`config.mk`:
```
export PLATFORM = sky130hd
export DESIGN_NAME = latch_bank_write_sequencer
export DESIGN_NICKNAME = d
export VERILOG_FILES = /design/src/rtl/latch_bank_write_sequencer.sv
export SDC_FILE = /design/constraint.sdc
export NUM_CORES = 1
export LEC_CHECK = 0
export CORE_ASPECT_RATIO = 1.2
export CORE_MARGIN = 4
export CORE_UTILIZATION = 46
export CTS_CLUSTER_SIZE = 10
export DETAILED_ROUTE_END_ITERATION = 8
export GPL_TIMING_DRIVEN = 0
export PLACE_DENSITY = 0.88
export SYNTH_ARGS = -nofsm -noshare
export SYNTH_HDL_FRONTEND = slang
export SYNTH_SLANG_ARGS = --single-unit
```
`constraint.sdc`:
```
create_clock -name CLK -period 3.95 [get_ports CLK]
set_input_delay 1.185 -clock CLK [delete_from_list [all_inputs] [get_ports CLK]]
set_output_delay 1.185 -clock CLK [all_outputs]
set_load 0.01 [all_outputs]
```
`src/rtl/latch_bank_write_sequencer.sv`:
```
// Round-robin write sequencer for a bank of level-sensitive latch words.
// Each write runs SETUP -> PULSE -> HOLD so latch D is stable around the enable.
module latch_bank_write_sequencer #(
  parameter int unsigned WORDS     = 8,
  parameter int unsigned AW        = 3,
  parameter int unsigned DW        = 8,
  parameter int unsigned PULSE_CYC = 1,
  parameter int unsigned HOLD_CYC  = 1
) (
  input  logic             CLK,
  input  logic             RN,
  input  logic             req0_valid,
  output logic             req0_ready,
  input  logic [AW-1:0]    req0_addr,
  input  logic [DW-1:0]    req0_data,
  input  logic             req1_valid,
  output logic             req1_ready,
  input  logic [AW-1:0]    req1_addr,
  input  logic [DW-1:0]    req1_data,
  output logic [WORDS-1:0] lat_E,
  output logic [DW-1:0]    lat_D,
  output logic             busy,
  output logic             grant_id,
  output logic             err_oor
);

  localparam int unsigned MAXC = (PULSE_CYC > HOLD_CYC) ? PULSE_CYC : HOLD_CYC;
  localparam int unsigned CW   = (MAXC > 1) ? $clog2(MAXC) : 1;

  typedef enum logic [1:0] {IDLE, SETUP, PULSE, HOLD} state_t;

  state_t          state;
  logic            rr_pref;
  logic [AW-1:0]   cap_addr;
  logic            cap_oor;
  logic [CW-1:0]   cnt;

  logic            take0;
  logic            take1;
  logic [AW-1:0]   sel_addr;
  logic [DW-1:0]   sel_data;
  logic            sel_oor;

  // rr_pref = 0 favours requester 0 when both are valid.
  always_comb begin
    req0_ready = RN && (state == IDLE) && req0_valid && (!req1_valid || !rr_pref);
    req1_ready = RN && (state == IDLE) && req1_valid && (!req0_valid || rr_pref);
    take0      = req0_valid && req0_ready;
    take1      = req1_valid && req1_ready;
    sel_addr   = take1 ? req1_addr : req0_addr;
    sel_data   = take1 ? req1_data : req0_data;
    sel_oor    = 32'(sel_addr) >= WORDS;
  end

  assign busy = (state != IDLE);

  // lat_D is loaded on the acceptance edge so it is already stable through SETUP.
  always_ff @(posedge CLK or negedge RN) begin
    if (!RN) begin
      state    <= IDLE;
      lat_E    <= '0;
      lat_D    <= '0;
      grant_id <= 1'b0;
      err_oor  <= 1'b0;
      rr_pref  <= 1'b0;
      cap_addr <= '0;
      cap_oor  <= 1'b0;
      cnt      <= '0;
    end else begin
      err_oor <= 1'b0;
      case (state)
        IDLE: begin
          if (take0 || take1) begin
            cap_addr <= sel_addr;
            cap_oor  <= sel_oor;
            err_oor  <= sel_oor;
            lat_D    <= sel_data;
            grant_id <= take1;
            rr_pref  <= ~take1;
            state    <= SETUP;
          end
        end
        SETUP: begin
          for (int unsigned i = 0; i < WORDS; i++) begin
            lat_E[i] <= !cap_oor && (cap_addr == AW'(i));
          end
          cnt   <= CW'(PULSE_CYC - 1);
          state <= PULSE;
        end
        PULSE: begin
          if (cnt == '0) begin
            lat_E <= '0;
            cnt   <= CW'(HOLD_CYC - 1);
            state <= HOLD;
          end else begin
            cnt <= cnt - CW'(1);
          end
        end
        HOLD: begin
          if (cnt == '0) begin
            state <= IDLE;
          end else begin
            cnt <= cnt - CW'(1);
          end
        end
        default: state <= IDLE;
      endcase
    end
  end

endmodule

```
# --- Word-level counts from Yosys, hierarchy flattened ---
# Index checks and enable logic that the tools add are counted.
classes:
  n_addsub: 1
  mul: 0
  n_div: 0
  n_lt_le_gt_ge: 0
  n_eq_ne: 13
  shift: 0
  n_mux: 10
  bitwise_logic: 1
  n_reduce_logical: 22
ops:
  columns: ["op", "count"]
  rows:
  - ["8-bit two-way mux", 2]
  - ["8-bit one-hot mux with 2 select lines", 1]
  - ["3-bit equality test, second input constant", 4]
  - ["2-bit one-hot mux with 4 select lines", 1]
  - ["1-bit logical AND", 7]
  - ["3-bit by 2-bit equality test with 1-bit output, second input constant", 2]
  - ["2-bit two-way mux", 3]
  - ["2-bit nonzero test", 3]
  - ["2-bit equality test, second input constant", 2]
  - ["2-bit != test, second input constant", 2]
  - ["2-bit AND reduction", 2]
  - ["3-bit by 1-bit equality test with 1-bit output, second input constant", 1]
  - ["1-bit zero test", 3]
  - ["3-bit zero test", 1]
  - ["1-bit logical OR", 3]
  - ["3-bit two-way mux", 1]
  - ["3-bit AND reduction", 1]
  - ["2-bit by 1-bit equality test with 1-bit output, second input constant", 1]
  - ["2-bit zero test", 1]
  - ["2-bit by 1-bit != test with 1-bit output, second input constant", 1]
  - ["1-bit one-hot mux with 2 select lines", 1]
  - ["2-bit OR reduction", 1]
  - ["1-bit two-way mux", 1]
  - ["1-bit inverter", 1]
  - ["1-bit subtractor, second input constant", 1]
totals:
  reg_bits: 24
  latchBits: 0
  ramBits: 0
  rom_bits: 0
  inputBits: 26
  output_inout_bits: 21
  memories: 0

# --- Depth between registers and ports, before layout ---
# Gate-level depths: netlist (run 1).
logic_depth:
  depth_word: 8
  ltp_mapped: 7
  ltp_nobuf: 5

# --- Worst setup path after synthesis (run 1) ---
# Ideal clock, no wire load.
synth_timing:
  path_kind: "input to output"
  from: "input port req0_valid"
  to: "output port req1_ready"
  t_arrival_ns: 1.870
  path_slack_ns: 0.895
  path_stages: 5
  cell_sequence: "nor2b_1 -> or2_1 -> buf_2 -> buf_6 -> inv_1"
synth_via:
  elab_chain_cells: 3
synth_lines:
  columns: ["item", "line", "text"]
  rows:
  - ["from (decl)", "12", "input logic req0_valid,"]
  - ["1-bit zero test", "47", "req1_ready = RN && (state == IDLE) && req1_valid && (!req0_valid || rr_pref);"]
  - ["1-bit logical OR", "47", null]
  - ["1-bit logical AND", "47", null]
  - ["to (decl)", "17", "output logic req1_ready,"]
# No other way between the ends.

# --- Worst setup path in the final report (run 1) ---
# Same ends and word-level chain as after synthesis.

==> results of run 1 <==
## timing repair
action,CTS,global route
endpoints found under the setup margin,2,0
resized for setup,8,0
hold endpoints to repair,0,0
## cell usage after synthesis
master    number
inv_1         13
buf_6          1
nor2_1         2
nor3b_1       11
nand3_2        1
ha_1           3
buf_4          1
o22ai_1        1
conb_1         1
o21a_1         1
nand3_1        7
clkbuf_1       5
and2_1        11
o31ai_1        2
buf_2          1
or2_1          1
o211a_1        1
o211ai_1       1
dfrtp_1       23
nor2b_1        4
a221o_1       11
o21ai_0       10
nand4_1        2
a21oi_1        1
## cell type report
| cell class | count | area (µm²) | share of cell area, % |
|---|---|---|---|
| clock inverter | 1 | 5.00 | 0.298 |
| clock buffer | 3 | 22.5 | 1.34 |
| inverter | 13 | 48.8 | 2.91 |
| sequential | 23 | 576 | 34.3 |
| buffer | 8 | 42.5 | 2.53 |
| multi-input combinational | 71 | 500 | 29.8 |
| tap | 31 | 38.8 | 2.31 |
| timing repair buffer | 45 | 445 | 26.5 |
## registers in the layout (all words and copies together) (netlist names)
| register | cells |
|---|---|
| cap_addr | 3 |
| lat_D | 8 |
| grant_id | 1 |
| lat_E | 8 |
| rr_pref | 1 |
| state | 2 |
## kinds of logic after synthesis
group | synth area share, %
AND/OR/NAND/NOR | 21.2
AO/OA/AOI/OAI | 18.1
flip-flops | 49.3
buffers and inverters | 7.82
adder cells (fa/ha/maj) | 3.22
other | 0.321
## how the worst max path moves through the flow
stage | endpoint | slack, ns | start
after global routing | req1_ready | 0.02 | req0_valid
final | req1_ready | 0.08 | req0_valid
after floorplan | req1_ready | 0.89 | req0_valid
after CTS | req1_ready | 0.09 | req0_valid
after global placement | req1_ready | -0.97 | RN
after detailed placement | req1_ready | -1.03 | RN
## per-stage QoR
step / worst slack [ns] / power [µW]
after floorplan: 0.895 / 721
after global placement: -0.971 / 960
after detailed placement: -1.03 / 992
after CTS: 0.0881 / 1100
after global routing: 0.0150 / 1190
final: 0.0829 / 1090
## layer usage
layer	up-vias	wire length (µm)	track usage (%)
met1	523	1130	20.2
li1	503	-	-
met2	38	1490	34.7
met5	-	0	0
met4	0	36	6.54
met3	5	210	4.48
## critical path: cells and delay by family
kind                   cells  cell delay (ns)
buffers and inverters      5             1.15
and+or+nand+nor            2             0.34
## power breakdown
| part | internal, µW | total [µW] | switching [µW] |
|---|---|---|---|
| Sequential | 339 | 408 | 68.7 |
| Combinational | 299 | 578 | 279 |
| Clock | 37.8 | 108 | 70.2 |
==> results.py, run 1 <==
metrics = {
    "layout": {
        "syn_to_final_growth_pct": 43.8,
        "mostFrequentLayoutCells": "42 x clkdlybuf4s50_1, 23 x dfrtp_1, 13 x inv_1",
        "stdcell_area_mm2": 0.00168,
        "drive_above_1_share_pct": 5.49,
        "fin_cells": 195,
        "diodes": 0,
        "layout_commonest_cell": "clkdlybuf4s50_1",
        "final_util_pct": 71.3,
        "fillers": 192,
        "nets": 194,
    },
    "min_path": {
        "min_path_type": "reg2reg",
        "hold-path-cell-count": 2,
        "hold_end": "lat_E[6]",
        "min-delay-start": "lat_E[6]",
    },
    "synthesis": {
        "synth_top_area_share_pct": 49.3,
        "synth_seq_cells": 23,
        "ys_types": 24,
        "synth_top_area_cell": "dfrtp_1",
        "syn_area_mm2": 0.00117,
        "ys_seq_area_share_pct": 49.3,
        "synth_fp_nets": 144,
        "yosys_warnings": 0,
        "syn_inst": 115,
        "synth.area.top_cells": "dfrtp_1 49%, a221o_1 9.4%, nor3b_1 7.1%",
        "synth.avg_cell_area_um2": 10.2,
    },
    "worst_setup_path": {
        "arrival_ns": 2.68,
        "slowest_stage": "clkdlybuf4s50_1",
        "crit_chain": "clkdlybuf4s50_1 > nor2b_1 > or2_1 > buf_2 > buf_6 > inv_1 > dlygate4sd2_1",
        "reg2reg_from": "state[1]",
        "max_stage_delay_ns": 0.53,
        "critPathLaunchType": "primary input",
        "rr_endpoint": "lat_D[5]",
        "r2r_slack_ns": 2.08,
        "end_kind": "output port",
        "crit_required_ns": 2.76,
        "reg2reg_depth": 7,
        "crit_path_max_fanout": 10,
        "crit_type": "in2out",
    },
    "sta": {
        "rsz0062_at_grt": "no",
        "hold_viol_final": 0,
        "timing.hold.ws_ns": 0.529,
        "tns_ns": 0,
        "finClkSkew_ns": 0.00122,
        "min_period_over_period_pct": 97.9,
        "min_period_ns": 3.87,
        "finalSetupViolCount": 0,
        "slew_violations": 0,
        "fmax_ghz": 0.259,
    },
    "placed_design": {
        "routabilityCongestion": 0.760,
        "hpwl_um": 2240,
        "portBuffers": 45,
        "post-place-cells": 191,
        "place_area_mm2": 0.00166,
    },
    "route": {
        "drc": 0,
        "vias": 1069,
        "drt_iter0_markers": 41,
        "ant_nets": 0,
        "wl_per_cell_um": 14.7,
        "dr.pass1.iters": 4,
        "detail_route.vias_per_cell": 5.48,
        "drt-total-wl_um": 2860,
    },
    "global_route": {
        "grt_use_total_pct": 19.0,
        "grt_max_degree": 28,
        "grt_pass1_vias": 1114,
        "grt_pass1_wl_um": 4920,
        "antenna_found_initial": 0,
        "gr-total-overflow": 0,
    },
    "job": {
        "cap_violations": 0,
    },
    "power": {
        "total_leakage_power_uw": 0.000707,
        "ir_worst_vdd_mv": 0.388,
        "p_per_area_mw_per_mm2": 651,
    },
    "clock_tree": {
        "clk_pin_slew_ns": 0.12,
        "cts_root_buffer": "clkbuf_4",
        "post_cts_buffers": 0,
        "cts_buffer_depth": 2,
        "cts_tree": "built",
        "cts_hold_buf": 0,
        "cts_sinks": 23,
        "htreeDepth": 1,
        "cts-buffers-inserted": 3,
        "worstSkewPairLatency_ns": 0.31,
    },
    "floorplan": {
        "die-height_um": 63.2,
        "die-area_mm2": 0.00341,
        "core_area_mm2": 0.00235,
        "die_x_um": 54.0,
        "ioPinCount": 47,
        "initial_core_util_pct": 49.6,
        "rows": 19,
    },
    "status": {
        "status": "complete, no violations",
    },
}
Power figures use the tool's default switching activity.
==> run 2: changes to the inputs <==
--- a/config.mk
+++ b/config.mk
@@ -5,6 +5,7 @@
 export SDC_FILE = /design/constraint.sdc
 export NUM_CORES = 1
 export LEC_CHECK = 0
+export CAP_MARGIN = 0
 export CORE_ASPECT_RATIO = 1.2
 export CORE_MARGIN = 4
 export CORE_UTILIZATION = 46
==> results of run 2 <==
Final layout, timing and power as in run 1 (identical DEF).
